===== config.mk =====
export PLATFORM = sky130hd
export DESIGN_NAME = clock_time_setter_flat
export DESIGN_NICKNAME = d
export VERILOG_FILES = /design/src/rtl/clock_pkg.sv /design/src/rtl/clock_time_setter_if.sv /design/src/rtl/clock_days_in_month.sv /design/src/rtl/clock_time_setter.sv /design/src/flat_wrapper.sv
export SDC_FILE = /design/constraint.sdc
export NUM_CORES = 1
export LEC_CHECK = 0
export ABC_AREA = 1
export CAP_MARGIN = 20
export CORE_ASPECT_RATIO = 0.6
export CORE_MARGIN = 3
export CORE_UTILIZATION = 35
export DETAILED_ROUTE_END_ITERATION = 8
export PLACE_DENSITY = 0.6
export SETUP_SLACK_MARGIN = 0.02
export SLEW_MARGIN = 20
export SYNTH_ARGS = -nofsm -noshare
export SYNTH_HDL_FRONTEND = slang
export SYNTH_SLANG_ARGS = --single-unit
export TNS_END_PERCENT = 50

===== constraint.sdc =====
create_clock -name clk -period 8 [get_ports clk]
set_clock_uncertainty 0.05 [all_clocks]
set_input_delay 2.4 -clock clk [delete_from_list [all_inputs] [get_ports clk]]
set_output_delay 2.4 -clock clk [all_outputs]
set_load 0.01 [all_outputs]

===== src/rtl/clock_pkg.sv =====
// Shared constants for the clock time/date setter: field-select encodings,
// packed-bus layout of the time (17b) and date (21b) buses, field ranges,
// and the setter FSM state encoding.
package clock_pkg;

   // Field widths and packed-bus widths
   localparam int unsigned HOUR_W  = 5;
   localparam int unsigned MIN_W   = 6;
   localparam int unsigned SEC_W   = 6;
   localparam int unsigned DAY_W   = 5;
   localparam int unsigned MONTH_W = 4;
   localparam int unsigned YEAR_W  = 12;
   localparam int unsigned FLD_W   = 3;
   localparam int unsigned TIME_W  = HOUR_W + MIN_W + SEC_W;
   localparam int unsigned DATE_W  = DAY_W + MONTH_W + YEAR_W;

   // Bit offsets: time = {hour,min,sec}, date = {day,month,year}
   localparam int unsigned SEC_LSB   = 0;
   localparam int unsigned MIN_LSB   = SEC_LSB + SEC_W;
   localparam int unsigned HOUR_LSB  = MIN_LSB + MIN_W;
   localparam int unsigned YEAR_LSB  = 0;
   localparam int unsigned MONTH_LSB = YEAR_LSB + YEAR_W;
   localparam int unsigned DAY_LSB   = MONTH_LSB + MONTH_W;

   // Field-select encodings
   localparam logic [FLD_W-1:0] FLD_HOUR  = 3'd0;
   localparam logic [FLD_W-1:0] FLD_MIN   = 3'd1;
   localparam logic [FLD_W-1:0] FLD_SEC   = 3'd2;
   localparam logic [FLD_W-1:0] FLD_DAY   = 3'd3;
   localparam logic [FLD_W-1:0] FLD_MONTH = 3'd4;
   localparam logic [FLD_W-1:0] FLD_YEAR  = 3'd5;

   // Field ranges
   localparam logic [HOUR_W-1:0]  HOUR_MAX  = 5'd23;
   localparam logic [MIN_W-1:0]   MIN_MAX   = 6'd59;
   localparam logic [SEC_W-1:0]   SEC_MAX   = 6'd59;
   localparam logic [DAY_W-1:0]   DAY_MIN   = 5'd1;
   localparam logic [MONTH_W-1:0] MONTH_MIN = 4'd1;
   localparam logic [MONTH_W-1:0] MONTH_MAX = 4'd12;
   localparam logic [YEAR_W-1:0]  YEAR_MAX  = 12'd4095;

   typedef enum logic [1:0] {
      ST_IDLE   = 2'd0,
      ST_EDIT   = 2'd1,
      ST_COMMIT = 2'd2
   } state_t;

endpackage


===== src/rtl/clock_time_setter_if.sv =====
// Bus between button/clock-core side and the time setter.
//   buttons   : edit/cancel/next/inc/dec single-cycle pulses
//   time_cur  : running time {hour,min,sec};  date_cur : running date {day,month,year}
//   time_in/date_in : edited values; time_ow/date_ow : overwrite strobes
//   editing   : high while editing;  field_sel : selected field (0 hour .. 5 year)
// master = stimulus/clock side, slave = clock_time_setter.
interface clock_time_setter_if;
   import clock_pkg::*;

   logic              edit_btn;
   logic              cancel_btn;
   logic              next_btn;
   logic              inc_btn;
   logic              dec_btn;
   logic [TIME_W-1:0] time_cur;
   logic [DATE_W-1:0] date_cur;
   logic [TIME_W-1:0] time_in;
   logic [DATE_W-1:0] date_in;
   logic              time_ow;
   logic              date_ow;
   logic              editing;
   logic [FLD_W-1:0]  field_sel;

   modport master (
      output edit_btn, cancel_btn, next_btn, inc_btn, dec_btn, time_cur, date_cur,
      input  time_in, date_in, time_ow, date_ow, editing, field_sel
   );

   modport slave (
      input  edit_btn, cancel_btn, next_btn, inc_btn, dec_btn, time_cur, date_cur,
      output time_in, date_in, time_ow, date_ow, editing, field_sel
   );

endinterface


===== src/rtl/clock_days_in_month.sv =====
// Combinational days-in-month lookup with leap-year handling.
//   month [3:0], year [11:0] in; days [4:0] out.
// Macro GREGORIAN_LEAP_EN: full Gregorian rule; otherwise leap = year divisible by 4.
module clock_days_in_month
   import clock_pkg::*;
(
   input  logic [MONTH_W-1:0] month,
   input  logic [YEAR_W-1:0]  year,
   output logic [DAY_W-1:0]   days
);

   logic leap;

`ifdef GREGORIAN_LEAP_EN
   always_comb begin
      leap = ((year & YEAR_W'(3)) == '0) &&
             (((year % YEAR_W'(100)) != '0) || ((year % YEAR_W'(400)) == '0));
   end
`else
   // Masked compare reduces to the two LSBs; no mod-100/400 logic.
   always_comb begin
      leap = ((year & YEAR_W'(3)) == '0);
   end
`endif

   always_comb begin
      days = 5'd31;
      case (month)
         4'd4, 4'd6, 4'd9, 4'd11: days = 5'd30;
         4'd2:                    days = leap ? 5'd29 : 5'd28;
         default:                 days = 5'd31;
      endcase
   end

endmodule


===== src/rtl/clock_time_setter.sv =====
// Time/date setter: captures running time/date, lets the user edit each
// field with buttons, and commits via one-cycle time_ow/date_ow strobes.
//   clk, rst : clock, asynchronous active-high reset
//   bus      : clock_time_setter_if.slave (buttons, current time/date, edited buses, strobes)
// Parameters: TIMEOUT_CYCLES (0 = no auto-cancel), TIMEOUT_W (counter width).
// Leap rule selected by GREGORIAN_LEAP_EN inside clock_days_in_month.
module clock_time_setter
   import clock_pkg::*;
#(
   parameter int unsigned TIMEOUT_CYCLES = 0,
   parameter int unsigned TIMEOUT_W      = 32
) (
   input logic                clk,
   input logic                rst,
   clock_time_setter_if.slave bus
);

   localparam bit                   TMO_EN   = (TIMEOUT_CYCLES != 0);
   localparam logic [TIMEOUT_W-1:0] TMO_LAST = TIMEOUT_W'(TIMEOUT_CYCLES - 1);

   state_t               state, state_nxt;
   logic [HOUR_W-1:0]    hour, hour_e, hour_n, cap_hour;
   logic [MIN_W-1:0]     minute, min_e, min_n, cap_min;
   logic [SEC_W-1:0]     sec, sec_e, sec_n, cap_sec;
   logic [DAY_W-1:0]     day, day_e, day_n, cap_day;
   logic [MONTH_W-1:0]   month, month_e, month_n, cap_month;
   logic [YEAR_W-1:0]    year, year_e, year_n, cap_year;
   logic [FLD_W-1:0]     field_sel, field_nxt;
   logic [TIMEOUT_W-1:0] tmo_cnt, cnt_nxt;
   logic                 editing, editing_nxt, strobe, strobe_nxt;
   logic [DAY_W-1:0]     dim_cap, dim_edit;
   logic                 any_btn, field_act, step_inc, step_dec, tmo_hit;

   // Capture path: out-of-range inputs coerced to the field minimum
   always_comb begin
      cap_hour  = bus.time_cur[HOUR_LSB +: HOUR_W];
      cap_min   = bus.time_cur[MIN_LSB +: MIN_W];
      cap_sec   = bus.time_cur[SEC_LSB +: SEC_W];
      cap_month = bus.date_cur[MONTH_LSB +: MONTH_W];
      cap_year  = bus.date_cur[YEAR_LSB +: YEAR_W];
      if (cap_hour > HOUR_MAX) cap_hour = '0;
      if (cap_min > MIN_MAX)   cap_min  = '0;
      if (cap_sec > SEC_MAX)   cap_sec  = '0;
      if (cap_month == '0 || cap_month > MONTH_MAX) cap_month = MONTH_MIN;
   end

   clock_days_in_month u_dim_cap (.month(cap_month), .year(cap_year), .days(dim_cap));

   always_comb begin
      cap_day = bus.date_cur[DAY_LSB +: DAY_W];
      if (cap_day == '0 || cap_day > dim_cap) cap_day = DAY_MIN;
   end

   // Field step decode: only when no higher-priority button is present
   always_comb begin
      any_btn   = bus.edit_btn | bus.cancel_btn | bus.next_btn | bus.inc_btn | bus.dec_btn;
      field_act = (state == ST_EDIT) && !bus.cancel_btn && !bus.edit_btn && !bus.next_btn;
      step_inc  = field_act && bus.inc_btn && !bus.dec_btn;
      step_dec  = field_act && bus.dec_btn && !bus.inc_btn;
      tmo_hit   = TMO_EN && (state == ST_EDIT) && !any_btn && (tmo_cnt == TMO_LAST);
   end

   // Edited hour/min/sec/month/year with wrap-around
   always_comb begin
      hour_e  = hour;
      min_e   = minute;
      sec_e   = sec;
      month_e = month;
      year_e  = year;
      if (step_inc) begin
         case (field_sel)
            FLD_HOUR:  hour_e  = (hour >= HOUR_MAX) ? '0 : hour + HOUR_W'(1);
            FLD_MIN:   min_e   = (minute >= MIN_MAX) ? '0 : minute + MIN_W'(1);
            FLD_SEC:   sec_e   = (sec >= SEC_MAX) ? '0 : sec + SEC_W'(1);
            FLD_MONTH: month_e = (month >= MONTH_MAX) ? MONTH_MIN : month + MONTH_W'(1);
            FLD_YEAR:  year_e  = (year == YEAR_MAX) ? '0 : year + YEAR_W'(1);
            default:   ;
         endcase
      end else if (step_dec) begin
         case (field_sel)
            FLD_HOUR:  hour_e  = (hour == '0) ? HOUR_MAX : hour - HOUR_W'(1);
            FLD_MIN:   min_e   = (minute == '0) ? MIN_MAX : minute - MIN_W'(1);
            FLD_SEC:   sec_e   = (sec == '0) ? SEC_MAX : sec - SEC_W'(1);
            FLD_MONTH: month_e = (month <= MONTH_MIN) ? MONTH_MAX : month - MONTH_W'(1);
            FLD_YEAR:  year_e  = (year == '0) ? YEAR_MAX : year - YEAR_W'(1);
            default:   ;
         endcase
      end
   end

   clock_days_in_month u_dim_edit (.month(month_e), .year(year_e), .days(dim_edit));

   // Day edit; a month/year change clamps the day in the same cycle
   always_comb begin
      day_e = (day > dim_edit) ? dim_edit : day;
      if (step_inc && field_sel == FLD_DAY) day_e = (day >= dim_edit) ? DAY_MIN : day + DAY_W'(1);
      if (step_dec && field_sel == FLD_DAY) day_e = (day <= DAY_MIN) ? dim_edit : day - DAY_W'(1);
   end

   // Next-state and registered-output logic
   always_comb begin
      state_nxt = state;
      field_nxt = field_sel;
      cnt_nxt   = '0;
      hour_n    = hour;
      min_n     = minute;
      sec_n     = sec;
      day_n     = day;
      month_n   = month;
      year_n    = year;
      unique case (state)
         ST_IDLE: begin
            if (bus.edit_btn) begin
               state_nxt = ST_EDIT;
               field_nxt = FLD_HOUR;
               hour_n    = cap_hour;
               min_n     = cap_min;
               sec_n     = cap_sec;
               day_n     = cap_day;
               month_n   = cap_month;
               year_n    = cap_year;
            end
         end
         ST_EDIT: begin
            if (bus.cancel_btn || tmo_hit) begin
               state_nxt = ST_IDLE;
            end else if (bus.edit_btn) begin
               state_nxt = ST_COMMIT;
            end else begin
               if (bus.next_btn) field_nxt = (field_sel >= FLD_YEAR) ? FLD_HOUR : field_sel + FLD_W'(1);
               hour_n  = hour_e;
               min_n   = min_e;
               sec_n   = sec_e;
               day_n   = day_e;
               month_n = month_e;
               year_n  = year_e;
               if (TMO_EN && !any_btn) cnt_nxt = tmo_cnt + TIMEOUT_W'(1);
            end
         end
         ST_COMMIT: state_nxt = ST_IDLE;
         default:   state_nxt = ST_IDLE;
      endcase
      editing_nxt = (state_nxt == ST_EDIT);
      // Strobe registered from COMMIT: visible the cycle after COMMIT
      strobe_nxt  = (state == ST_COMMIT);
   end

   always_ff @(posedge clk or posedge rst) begin
      if (rst) begin
         state     <= ST_IDLE;
         hour      <= '0;
         minute    <= '0;
         sec       <= '0;
         day       <= '0;
         month     <= '0;
         year      <= '0;
         field_sel <= '0;
         tmo_cnt   <= '0;
         editing   <= 1'b0;
         strobe    <= 1'b0;
      end else begin
         state     <= state_nxt;
         hour      <= hour_n;
         minute    <= min_n;
         sec       <= sec_n;
         day       <= day_n;
         month     <= month_n;
         year      <= year_n;
         field_sel <= field_nxt;
         tmo_cnt   <= cnt_nxt;
         editing   <= editing_nxt;
         strobe    <= strobe_nxt;
      end
   end

   assign bus.time_in   = {hour, minute, sec};
   assign bus.date_in   = {day, month, year};
   assign bus.time_ow   = strobe;
   assign bus.date_ow   = strobe;
   assign bus.editing   = editing;
   assign bus.field_sel = field_sel;

endmodule


===== src/flat_wrapper.sv =====
// flat-port wrapper written by rule: the top's interface ports become plain ports
module clock_time_setter_flat import clock_pkg::*;
#(
   parameter int unsigned TIMEOUT_CYCLES = 0,
   parameter int unsigned TIMEOUT_W      = 32
)
  (clk, rst, bus_edit_btn, bus_cancel_btn, bus_next_btn, bus_inc_btn, bus_dec_btn, bus_time_cur, bus_date_cur, bus_time_in, bus_date_in, bus_time_ow, bus_date_ow, bus_editing, bus_field_sel);
  clock_time_setter_if bus_i ();
  input logic clk;
  input logic rst;
  input wire logic [$bits(bus_i.edit_btn)-1:0] bus_edit_btn;
  input wire logic [$bits(bus_i.cancel_btn)-1:0] bus_cancel_btn;
  input wire logic [$bits(bus_i.next_btn)-1:0] bus_next_btn;
  input wire logic [$bits(bus_i.inc_btn)-1:0] bus_inc_btn;
  input wire logic [$bits(bus_i.dec_btn)-1:0] bus_dec_btn;
  input wire logic [$bits(bus_i.time_cur)-1:0] bus_time_cur;
  input wire logic [$bits(bus_i.date_cur)-1:0] bus_date_cur;
  output wire logic [$bits(bus_i.time_in)-1:0] bus_time_in;
  output wire logic [$bits(bus_i.date_in)-1:0] bus_date_in;
  output wire logic [$bits(bus_i.time_ow)-1:0] bus_time_ow;
  output wire logic [$bits(bus_i.date_ow)-1:0] bus_date_ow;
  output wire logic [$bits(bus_i.editing)-1:0] bus_editing;
  output wire logic [$bits(bus_i.field_sel)-1:0] bus_field_sel;
  assign bus_i.edit_btn = bus_edit_btn;
  assign bus_i.cancel_btn = bus_cancel_btn;
  assign bus_i.next_btn = bus_next_btn;
  assign bus_i.inc_btn = bus_inc_btn;
  assign bus_i.dec_btn = bus_dec_btn;
  assign bus_i.time_cur = bus_time_cur;
  assign bus_i.date_cur = bus_date_cur;
  assign bus_time_in = bus_i.time_in;
  assign bus_date_in = bus_i.date_in;
  assign bus_time_ow = bus_i.time_ow;
  assign bus_date_ow = bus_i.date_ow;
  assign bus_editing = bus_i.editing;
  assign bus_field_sel = bus_i.field_sel;
  clock_time_setter #(.TIMEOUT_CYCLES(TIMEOUT_CYCLES), .TIMEOUT_W(TIMEOUT_W)) u_core (.clk(clk), .rst(rst), .bus(bus_i));
endmodule

==> impl_metrics.env, run 1 <==
export IMPL_status="completed"
export IMPL_drive_above_1_share=0.05166
export IMPL_crit_type="in -> reg"
export IMPL_cts_buffer_depth=2
export IMPL_avgSynthCellArea_um2=6.659
export IMPL_start_util=0.3655
export IMPL_clockRootBuffer="clkbuf_16"
export IMPL_cp_start_kind="input port"
export IMPL_dpl_hpwl_mm=11.03
export IMPL_crit_start="bus_cancel_btn"
export IMPL_cp_end_kind="flip-flop"
export IMPL_rsz0062_at_grt="no"
export IMPL_core_area_um2=12330
export IMPL_routabilityCongestion=0.9346
export IMPL_r2r_start="u_core.state[0]"
export IMPL_clk_pin_slew_ns=0.07
export IMPL_numCtsBuffers=5
export IMPL_holdCritStartpoint="u_core.state[1]"
export IMPL_most_common_layout_cells="nand2_1 (121), inv_1 (99), clkdlybuf4s50_1 (88), o21ai_0 (82), nor2_1 (58)"
export IMPL_synth_edff_count=0
export IMPL_grt_overflow_total=0
export IMPL_synthArstFlopShare=1.000
export IMPL_numPlacedInstances=913
export IMPL_ctsHoldBuffers=0
export IMPL_p_leak_uw=0.002567
export IMPL_synth_warnings=0
export IMPL_yosysTopAreaCell="dfrtp_1"
export IMPL_worstPathMaxFanout=25
export IMPL_hold_class="reg -> reg"
export IMPL_drc=0
export IMPL_tritoncts="yes"
export IMPL_cp_required_ns=8.16
export IMPL_fin_nets=826
export IMPL_pin_count=89
export IMPL_fin_cells=920
export IMPL_yosys_top_cells_area="dfrtp_1 (25%), nand2_1 (10%), o21ai_0 (9.1%), inv_1 (8.3%), ha_1 (7.2%)"
export IMPL_vias_per_cell=5.413
export IMPL_areaGrowthSynthToFinish_pct=25.34
export IMPL_gr_usage_all_layers=0.2028
export IMPL_num_antenna_cells=0
export IMPL_drtAntennaViolNets=0
export IMPL_cts_sink_count=45
export IMPL_netlist_area_um2=4508
export IMPL_synth_cells=677
export IMPL_grt_pass1_vias=4685
export IMPL_clk_latency_ns=0.30
export IMPL_period_share=0.6963
export IMPL_hold_ws_ns=0.5674
export IMPL_placementRows=31
export IMPL_path_buf_inv=5
export IMPL_layout_commonest_cell="nand2_1"
export IMPL_ys_types=50
export IMPL_routed_via_count=4980
export IMPL_antenna_found_initial=0
export IMPL_setup_viol=0
export IMPL_wl_per_cell_um=15.91
export IMPL_port_buffers=88
export IMPL_die_x_um=152.5
export IMPL_cp_arrival_ns=5.73
export IMPL_post_cts_buffers=0
export IMPL_ys_ff_latch=45
export IMPL_grt_max_degree=46
export IMPL_max_freq_ghz=0.1795
export IMPL_grt_pass1_wl_mm=23.89
export IMPL_first_iter_violations=412
export IMPL_cts_htree_levels=2
export IMPL_hold_viol=0
export IMPL_fin_tns_setup_ns=0
export IMPL_dr_pass1_iters=7
export IMPL_fin_util=0.4581
export IMPL_min_period_ns=5.570
export IMPL_die_h_um=93.91
export IMPL_drv_cap=0
export IMPL_dieArea_um2=14320
export IMPL_power_density_nw_per_um2=366.9
export IMPL_ys_seq_area_frac=0.2498
export IMPL_cts_resized=0
export IMPL_crit_chain="clkdlybuf4s50_1, nor2_4, inv_2, nor3_4, buf_4, inv_2, or2_0, nand2_2, nor2_4, nand2_1, inv_1, ha_1, a21oi_1, nand2_1, nand2_1, a21oi_1, o32ai_1, nor2_1, a21oi_1"
export IMPL_synthFlopType="dfrtp_1"
export IMPL_worstMarginPinSlew_ns=0.9005
export IMPL_slew_violations=0
export IMPL_peakVddDrop_v=0.0001524
export IMPL_critPathSlowestCell="clkdlybuf4s50_1"
export IMPL_crit_family="simple AND/OR/NAND/NOR gates"
export IMPL_yosys_area_top_type_share=0.2498
export IMPL_syn_nets=748
export IMPL_maxSlewHeadroom=0.3942
export IMPL_routed_wl_mm=14.64
export IMPL_slowest_delay_ns=0.49
-- metal layers --
layer	vias up	share of wire	track usage
met5	-	0	0
met4	0	0.011	0.04596
met3	14	0.078	0.03958
li1	2445	-	-
met1	2315	0.52	0.3178
met2	206	0.39	0.2814
-- final timing paths --
path | slack, ns | end | depth (start not counted)
worst min-delay path | 0.57 | u_core.bus.date_ow | 2
worst max-delay path | 2.43 | u_core.day[3] | 19
worst max register to register | 4.31 | u_core.sec[1] | 9
max in group asynchronous | 4.87 | u_core.bus.field_sel[2] | 2
min in group asynchronous | 2.53 | u_core.year[11] | 2
worst min register to register | 0.57 | u_core.bus.date_ow | 2
-- worst min-delay path: cells and delay by family (launching register included) --
kind	cells	cell delay, ns
AND/OR/NAND/NOR	1	0.11
buffers and inverters	1	0.11
flip-flops	1	0.36
-- flip-flops by register name (all words and copies together) (netlist names), 2 cells and up --
| register | count |
|---|---|
| u_core.state | 2 |
| u_core.hour | 5 |
| u_core.year | 12 |
| u_core.bus.field_sel | 3 |
| u_core.day | 5 |
| u_core.sec | 6 |
| u_core.minute | 6 |
| u_core.month | 4 |
-- logic make-up after synthesis --
| group | Yosys count | synth area share |
|---|---|---|
| XOR/XNOR | 21 | 0.04080 |
| adder cells (fa/ha/maj) | 26 | 0.07216 |
| flip-flops | 45 | 0.2498 |
| multiplexers | 1 | 0.002220 |
| AND/OR/NAND/NOR | 284 | 0.2945 |
| buffers and inverters | 125 | 0.1113 |
| AO/OA/AOI/OAI | 175 | 0.2293 |
-- power breakdown --
group	leakage, uW	switching [uW]	total (uW)	internal [uW]
combinational	0.00194	796	1340	543
clock	0.0000700	100	224	123
sequential	0.000553	175	510	335
total	0.00257	1070	2070	1000
-- final cells by class --
class	count	area, um^2
Timing Repair Buffer	90	895.9
Sequential cell	45	1126
Clock buffer	7	142.6
Multi-Input combinational cell	507	2880
Tap cell	165	206.4
Inverter	106	399.1
Fill cell	1249	6684
-- synthesized netlist by cell type (12+ instances only) --
library cell  count
a31oi_1          12
xor2_1           18
o21ai_0          82
nand3_1          55
a21oi_1          33
ha_1             26
o211ai_1         20
nor3_1           13
inv_1           100
dfrtp_1          45
nand2_1         121
nor2_1           58
-- stage by stage --
step	setup WS, ns	area, um^2	power (uW)
after floorplan	3.336	4508	1352
after global placement	2.341	5507	1818
after detailed placement	2.141	5507	1834
after CTS	2.439	5649	2065
after global routing	2.106	5650	2270
final	2.430	5650	2073
Power figures use the tool's default switching activity.
==> inputs of run 2 (changes only) <==
--- a/config.mk
+++ b/config.mk
@@ -11,7 +11,7 @@
 export CORE_MARGIN = 3
 export CORE_UTILIZATION = 35
 export DETAILED_ROUTE_END_ITERATION = 8
-export PLACE_DENSITY = 0.6
+export PLACE_DENSITY = 0.62
 export SETUP_SLACK_MARGIN = 0.02
 export SLEW_MARGIN = 20
 export SYNTH_ARGS = -nofsm -noshare
==> constraint.sdc (replaced) <==
create_clock -name clk -period 4.9 [get_ports clk]
set_clock_uncertainty 0.05 [all_clocks]
set_input_delay 1.47 -clock clk [delete_from_list [all_inputs] [get_ports clk]]
set_output_delay 1.47 -clock clk [all_outputs]
set_load 0.01 [all_outputs]
==> impl_metrics.env, run 2 (same netlist as run 1, synthesis figures left out) <==
export IMPL_largest_registers="u_core.year x12, u_core.minute x6, u_core.sec x6"
export IMPL_clk_latency_ns=0.29
export IMPL_gr_usage_all_layers=0.2006
export IMPL_cp_start_kind="input port"
export IMPL_peakVddDrop_v=0.0002511
export IMPL_cp_required_ns=5.06
export IMPL_dieArea_um2=14320
export IMPL_hold_class="reg -> reg"
export IMPL_num_antenna_cells=0
export IMPL_r2r_cells=19
export IMPL_crit_start="bus_dec_btn"
export IMPL_routed_wl_mm=14.30
export IMPL_numPlacedInstances=917
export IMPL_start_util=0.3655
export IMPL_drv_cap=0
export IMPL_cts_buffer_depth=2
export IMPL_drtAntennaViolNets=0
export IMPL_die_x_um=152.5
export IMPL_core_area_um2=12330
export IMPL_fin_nets=830
export IMPL_dr_pass1_iters=6
export IMPL_p_leak_uw=0.002586
export IMPL_endpoint="u_core.day[3]"
export IMPL_status="completed"
export IMPL_hold_ws_ns=0.5871
export IMPL_port_buffers=88
export IMPL_numCtsBuffers=5
export IMPL_pin_count=89
export IMPL_layout_commonest_cell="nand2_1"
export IMPL_cts_resized=0
export IMPL_max_freq_ghz=0.2315
export IMPL_routed_via_count=4978
export IMPL_placementRows=31
export IMPL_clk_pin_slew_ns=0.07
export IMPL_hold_viol=0
export IMPL_r2r_start="u_core.bus.field_sel[0]"
export IMPL_total_power_uw=3377
export IMPL_min_period_ns=4.319
export IMPL_largest_register_ffs=12
export IMPL_cp_end_kind="flip-flop"
export IMPL_grt_overflow_total=0
export IMPL_rrSetupSlack_ns=1.41
export IMPL_fin_tns_setup_ns=0
export IMPL_drc=0
export IMPL_maxSlewHeadroom=0.4241
export IMPL_clockRootBuffer="clkbuf_16"
export IMPL_drive_above_1_share=0.05921
export IMPL_cts_sink_count=45
export IMPL_worstMarginPinSlew_ns=0.8560
export IMPL_power_density_nw_per_um2=594.5
export IMPL_period_share=0.8814
export IMPL_most_common_layout_cells="nand2_1 (121), inv_1 (99), clkdlybuf4s50_1 (88), o21ai_0 (82), nor2_1 (58)"
export IMPL_vias_per_cell=5.382
export IMPL_grt_pass1_vias=4657
export IMPL_grt_pass1_wl_mm=23.77
export IMPL_rsz0062_at_grt="no"
export IMPL_setup_viol=0
export IMPL_routabilityCongestion=0.9806
export IMPL_r2r_end="u_core.day[3]"
export IMPL_post_cts_buffers=0
export IMPL_first_iter_violations=600
export IMPL_fin_util=0.4605
export IMPL_dpl_hpwl_mm=11.03
export IMPL_wl_per_cell_um=15.46
export IMPL_areaGrowthSynthToFinish_pct=26.01
export IMPL_cts_htree_levels=2
export IMPL_die_h_um=93.91
export IMPL_top_register="u_core.year"
export IMPL_tritoncts="yes"
export IMPL_worstPathMaxFanout=7
export IMPL_fin_cells=925
export IMPL_antenna_found_initial=0
export IMPL_slew_violations=0
export IMPL_crit_type="in -> reg"
export IMPL_ctsHoldBuffers=0
export IMPL_cp_arrival_ns=4.48
export IMPL_grt_max_degree=46
-- run 2: cell types whose count changed in the layout (fill, tap and decap cells not counted) --
cell,change
buf_4,+4
clkbuf_1,-1
clkbuf_8,-1
clkinv_2,+2
clkinvlp_4,+1
-- run 2: worst min path at each step --
stage / start / end / slack [ns] / cells after the start
2_1_floorplan: u_core.state[1] / u_core.bus.date_ow / 0.49 / 2
3_3_place_gp: u_core.year[11] / u_core.year[11] / 0.57 / 2
3_5_place_dp: u_core.year[11] / u_core.year[11] / 0.58 / 2
4_1_cts: u_core.year[11] / u_core.year[11] / 0.59 / 2
5_1_grt: u_core.state[0] / u_core.bus.date_ow / 0.62 / 1
6_report: u_core.year[11] / u_core.year[11] / 0.59 / 2
-- run 2: metal layers --
layer  global-route usage  part of all wire  vias to the layer above
met3              0.05200             0.091                        9
li1                     -                 -                     2461
met4              0.03558            0.0065                        0
met2               0.2803              0.39                      235
met1               0.3088              0.52                     2273
met5                    0                 0                        -
-- run 2: area by class of cell --
cell class,count,area (um^2)
Clock buffer,5,125.1
Inverter,106,399.1
Sequential cell,45,1126
Clock inverter,3,17.52
Timing Repair Buffer,94,925.9
Multi-Input combinational cell,507,2880
Fill cell,1223,6654
Tap cell,165,206.4
-- run 2: power by group --
| part | switching (uW) | internal [uW] | total (uW) | leakage, uW |
|---|---|---|---|---|
| logic | 1300 | 897 | 2200 | 0.00196 |
| registers | 286 | 546 | 833 | 0.000553 |
| clock network | 156 | 188 | 343 | 0.0000696 |
| total | 1750 | 1630 | 3380 | 0.00259 |
-- run 2: stage by stage --
stage | setup slack, ns | area (um^2)
floorplan | 1.166 | 4508
global placement | 0.5323 | 5537
detailed placement | 0.3025 | 5537
CTS | 0.5970 | 5679
global route | 0.2070 | 5680
finish | 0.5810 | 5680
-- run 2: critical path, cell delays in order --
cell and delay, ns:
clkdlybuf4s50_1 0.46, inv_1 0.05, nor2_1 0.34, nand3_4 0.16, nor2_2 0.29, nand3_2 0.11, a21oi_2 0.18, nand2_1 0.08
nand3_1 0.08, nand2_2 0.07, inv_1 0.06, ha_1 0.12, inv_1 0.04, a21oi_1 0.19, nand2_1 0.08, nand2_1 0.16
a21oi_1 0.10, o32ai_1 0.24, nor2_1 0.07, a21oi_1 0.12
==> inputs of run 3 (changes only) <==
--- a/config.mk
+++ b/config.mk
@@ -7,11 +7,13 @@
 export LEC_CHECK = 0
 export ABC_AREA = 1
 export CAP_MARGIN = 20
+export CELL_PAD_IN_SITES_DETAIL_PLACEMENT = 1
+export CELL_PAD_IN_SITES_GLOBAL_PLACEMENT = 1
 export CORE_ASPECT_RATIO = 0.6
 export CORE_MARGIN = 3
-export CORE_UTILIZATION = 35
+export CORE_UTILIZATION = 34
 export DETAILED_ROUTE_END_ITERATION = 8
-export PLACE_DENSITY = 0.62
+export PLACE_DENSITY = 0.81
 export SETUP_SLACK_MARGIN = 0.02
 export SLEW_MARGIN = 20
 export SYNTH_ARGS = -nofsm -noshare
==> impl_metrics.env, run 3 (same netlist as run 1, synthesis figures left out) <==
export IMPL_drv_cap=0
export IMPL_antenna_found_initial=0
export IMPL_clockRootBuffer="clkbuf_16"
export IMPL_grt_pass1_wl_mm=27.43
export IMPL_start_util=0.3609
export IMPL_cts_buffer_depth=2
export IMPL_power_internal_uw=1664
export IMPL_dr_pass1_iters=5
export IMPL_max_freq_ghz=0.2226
export IMPL_hold_viol=0
export IMPL_critPathSlowestCell="clkdlybuf4s50_1"
export IMPL_clk_latency_ns=0.30
export IMPL_cp_arrival_ns=4.67
export IMPL_power_density_nw_per_um2=619.7
export IMPL_slowest_delay_ns=0.46
export IMPL_dieArea_um2=14720
export IMPL_power_frac_seq=0.239
export IMPL_die_h_um=95.20
export IMPL_grt_pass1_vias=5223
export IMPL_wl_per_cell_um=18.67
export IMPL_period_share=0.9167
export IMPL_r2r_cells=19
export IMPL_cp_required_ns=5.08
export IMPL_status="completed"
export IMPL_drc=0
export IMPL_rsz0062_at_grt="no"
export IMPL_r2r_end="u_core.day[3]"
export IMPL_cp_common_cell="nand2_1"
export IMPL_setup_viol=0
export IMPL_hold_ws_ns=0.5849
export IMPL_r2r_start="u_core.month[0]"
export IMPL_most_common_layout_cells="nand2_1 (121), inv_1 (99), clkdlybuf4s50_1 (88), o21ai_0 (82), nor2_1 (58)"
export IMPL_areaGrowthSynthToFinish_pct=26.34
export IMPL_dpl_hpwl_mm=13.23
export IMPL_crit_type="in -> reg"
export IMPL_p_comb_frac=0.652
export IMPL_worstMarginPinSlew_ns=1.023
export IMPL_numCtsBuffers=5
export IMPL_crit_chain="clkdlybuf4s50_1, inv_1, nor2_1, nand3_4, nor2_1, nand2_1, nand3_1, nand2_1, nor2_1, nand2_1, inv_1, ha_1, a21oi_1, nand2_1, nand2_1, a21oi_1, o32ai_1, nor2_1, a21oi_1"
export IMPL_rrSetupSlack_ns=1.26
export IMPL_largest_registers="u_core.year x12, u_core.minute x6, u_core.sec x6"
export IMPL_cts_htree_levels=2
export IMPL_worstPathMaxFanout=6
export IMPL_cp_start_kind="input port"
export IMPL_die_x_um=154.7
export IMPL_gr_usage_all_layers=0.2321
export IMPL_num_antenna_cells=0
export IMPL_fillCellCount=1649
export IMPL_fin_tns_setup_ns=0
export IMPL_slew_violations=0
export IMPL_top_register="u_core.year"
export IMPL_hold_path_end="u_core.bus.field_sel[0]"
export IMPL_holdCritStartpoint="u_core.bus.field_sel[0]"
export IMPL_whs_path_depth=1
export IMPL_routabilityCongestion=0.9150
export IMPL_routed_wl_mm=17.27
export IMPL_total_power_uw=3529
export IMPL_layout_commonest_cell="nand2_1"
export IMPL_largest_register_ffs=12
export IMPL_hold_class="reg -> reg"
export IMPL_fin_util=0.4560
export IMPL_peakVddDrop_v=0.0002055
export IMPL_grt_max_degree=46
export IMPL_drtAntennaViolNets=0
export IMPL_clk_pin_slew_ns=0.07
export IMPL_placementRows=31
export IMPL_drive_above_1_share=0.05921
export IMPL_post_cts_buffers=0
export IMPL_maxSlewHeadroom=0.3120
export IMPL_min_period_ns=4.492
export IMPL_grt_overflow_total=0
export IMPL_cts_resized=0
export IMPL_core_area_um2=12490
export IMPL_port_buffers=88
export IMPL_routed_via_count=5182
export IMPL_vias_per_cell=5.602
export IMPL_p_sw_frac=0.5284
export IMPL_pin_count=89
export IMPL_p_leak_uw=0.002597
export IMPL_ctsHoldBuffers=0
export IMPL_cp_end_kind="flip-flop"
export IMPL_stdcell_area_um2=5695
export IMPL_fin_nets=830
export IMPL_cts_sink_count=45
export IMPL_first_iter_violations=345
export IMPL_p_sw_uw=1865
export IMPL_power_frac_clock=0.109
export IMPL_placed_area_um2=5537
export IMPL_tritoncts="yes"
[run 3: cell count changes in the layout (fill, tap and decap cells not counted)]
cell / delta
clkbuf_8: +2
clkinv_2: -1
clkinvlp_4: -1
[run 3: through the flow]
| step | instances | setup slack (ns) |
|---|---|---|
| global placement | 917 | 0.4473 |
| finish | 925 | 0.4082 |
| global route | 925 | 0.1319 |
| CTS | 925 | 0.4592 |
| detailed placement | 917 | 0.1687 |
| floorplan | 677 | 1.166 |
[run 3: how the worst max path moves through the flow]
stage | start | endpoint | slack [ns] | cells after the start
after global placement | bus_dec_btn | u_core.day[4] | 0.45 | 20
final | bus_dec_btn | u_core.day[3] | 0.41 | 19
after detailed placement | bus_dec_btn | u_core.day[3] | 0.17 | 19
after floorplan | bus_cancel_btn | u_core.day[4] | 1.17 | 18
after global routing | bus_dec_btn | u_core.day[3] | 0.13 | 19
after CTS | bus_dec_btn | u_core.day[3] | 0.46 | 19
[run 3: metal layers]
layer | track usage | wire [um] | vias to the layer above
li1 | - | - | 2462
met1 | 0.3484 | 8748 | 2531
met2 | 0.3462 | 7207 | 176
met3 | 0.05079 | 1187 | 13
met4 | 0.03600 | 123 | 0
met5 | 0 | 0 | -
[run 3: layout make-up]
type,count,area [um^2],area share
Tap cell,165,206.4,0.03625
Sequential cell,45,1126,0.1977
Clock inverter,1,5.005,0.0008787
Multi-Input combinational cell,507,2880,0.5057
Inverter,106,399.1,0.07008
Timing Repair Buffer,94,925.9,0.1626
Clock buffer,7,152.6,0.02680
[run 3: worst max-delay path, delay by kind of cell]
kind	cells	cell delay (ns)
compound gates	4	0.78
fa+ha+maj	1	0.23
simple gates	11	1.61
buf+inv	3	0.59
[run 3: power by group through the flow]
| stage | Sequential [uW] | Combinational, uW | Clock [uW] |
|---|---|---|---|
| floorplan | 820 | 1390 | 0 |
| global route | 870 | 2560 | 397 |
| finish | 843 | 2300 | 384 |
| CTS | 835 | 2280 | 385 |
| global placement | 829 | 2170 | 0 |
| detailed placement | 834 | 2270 | 0 |
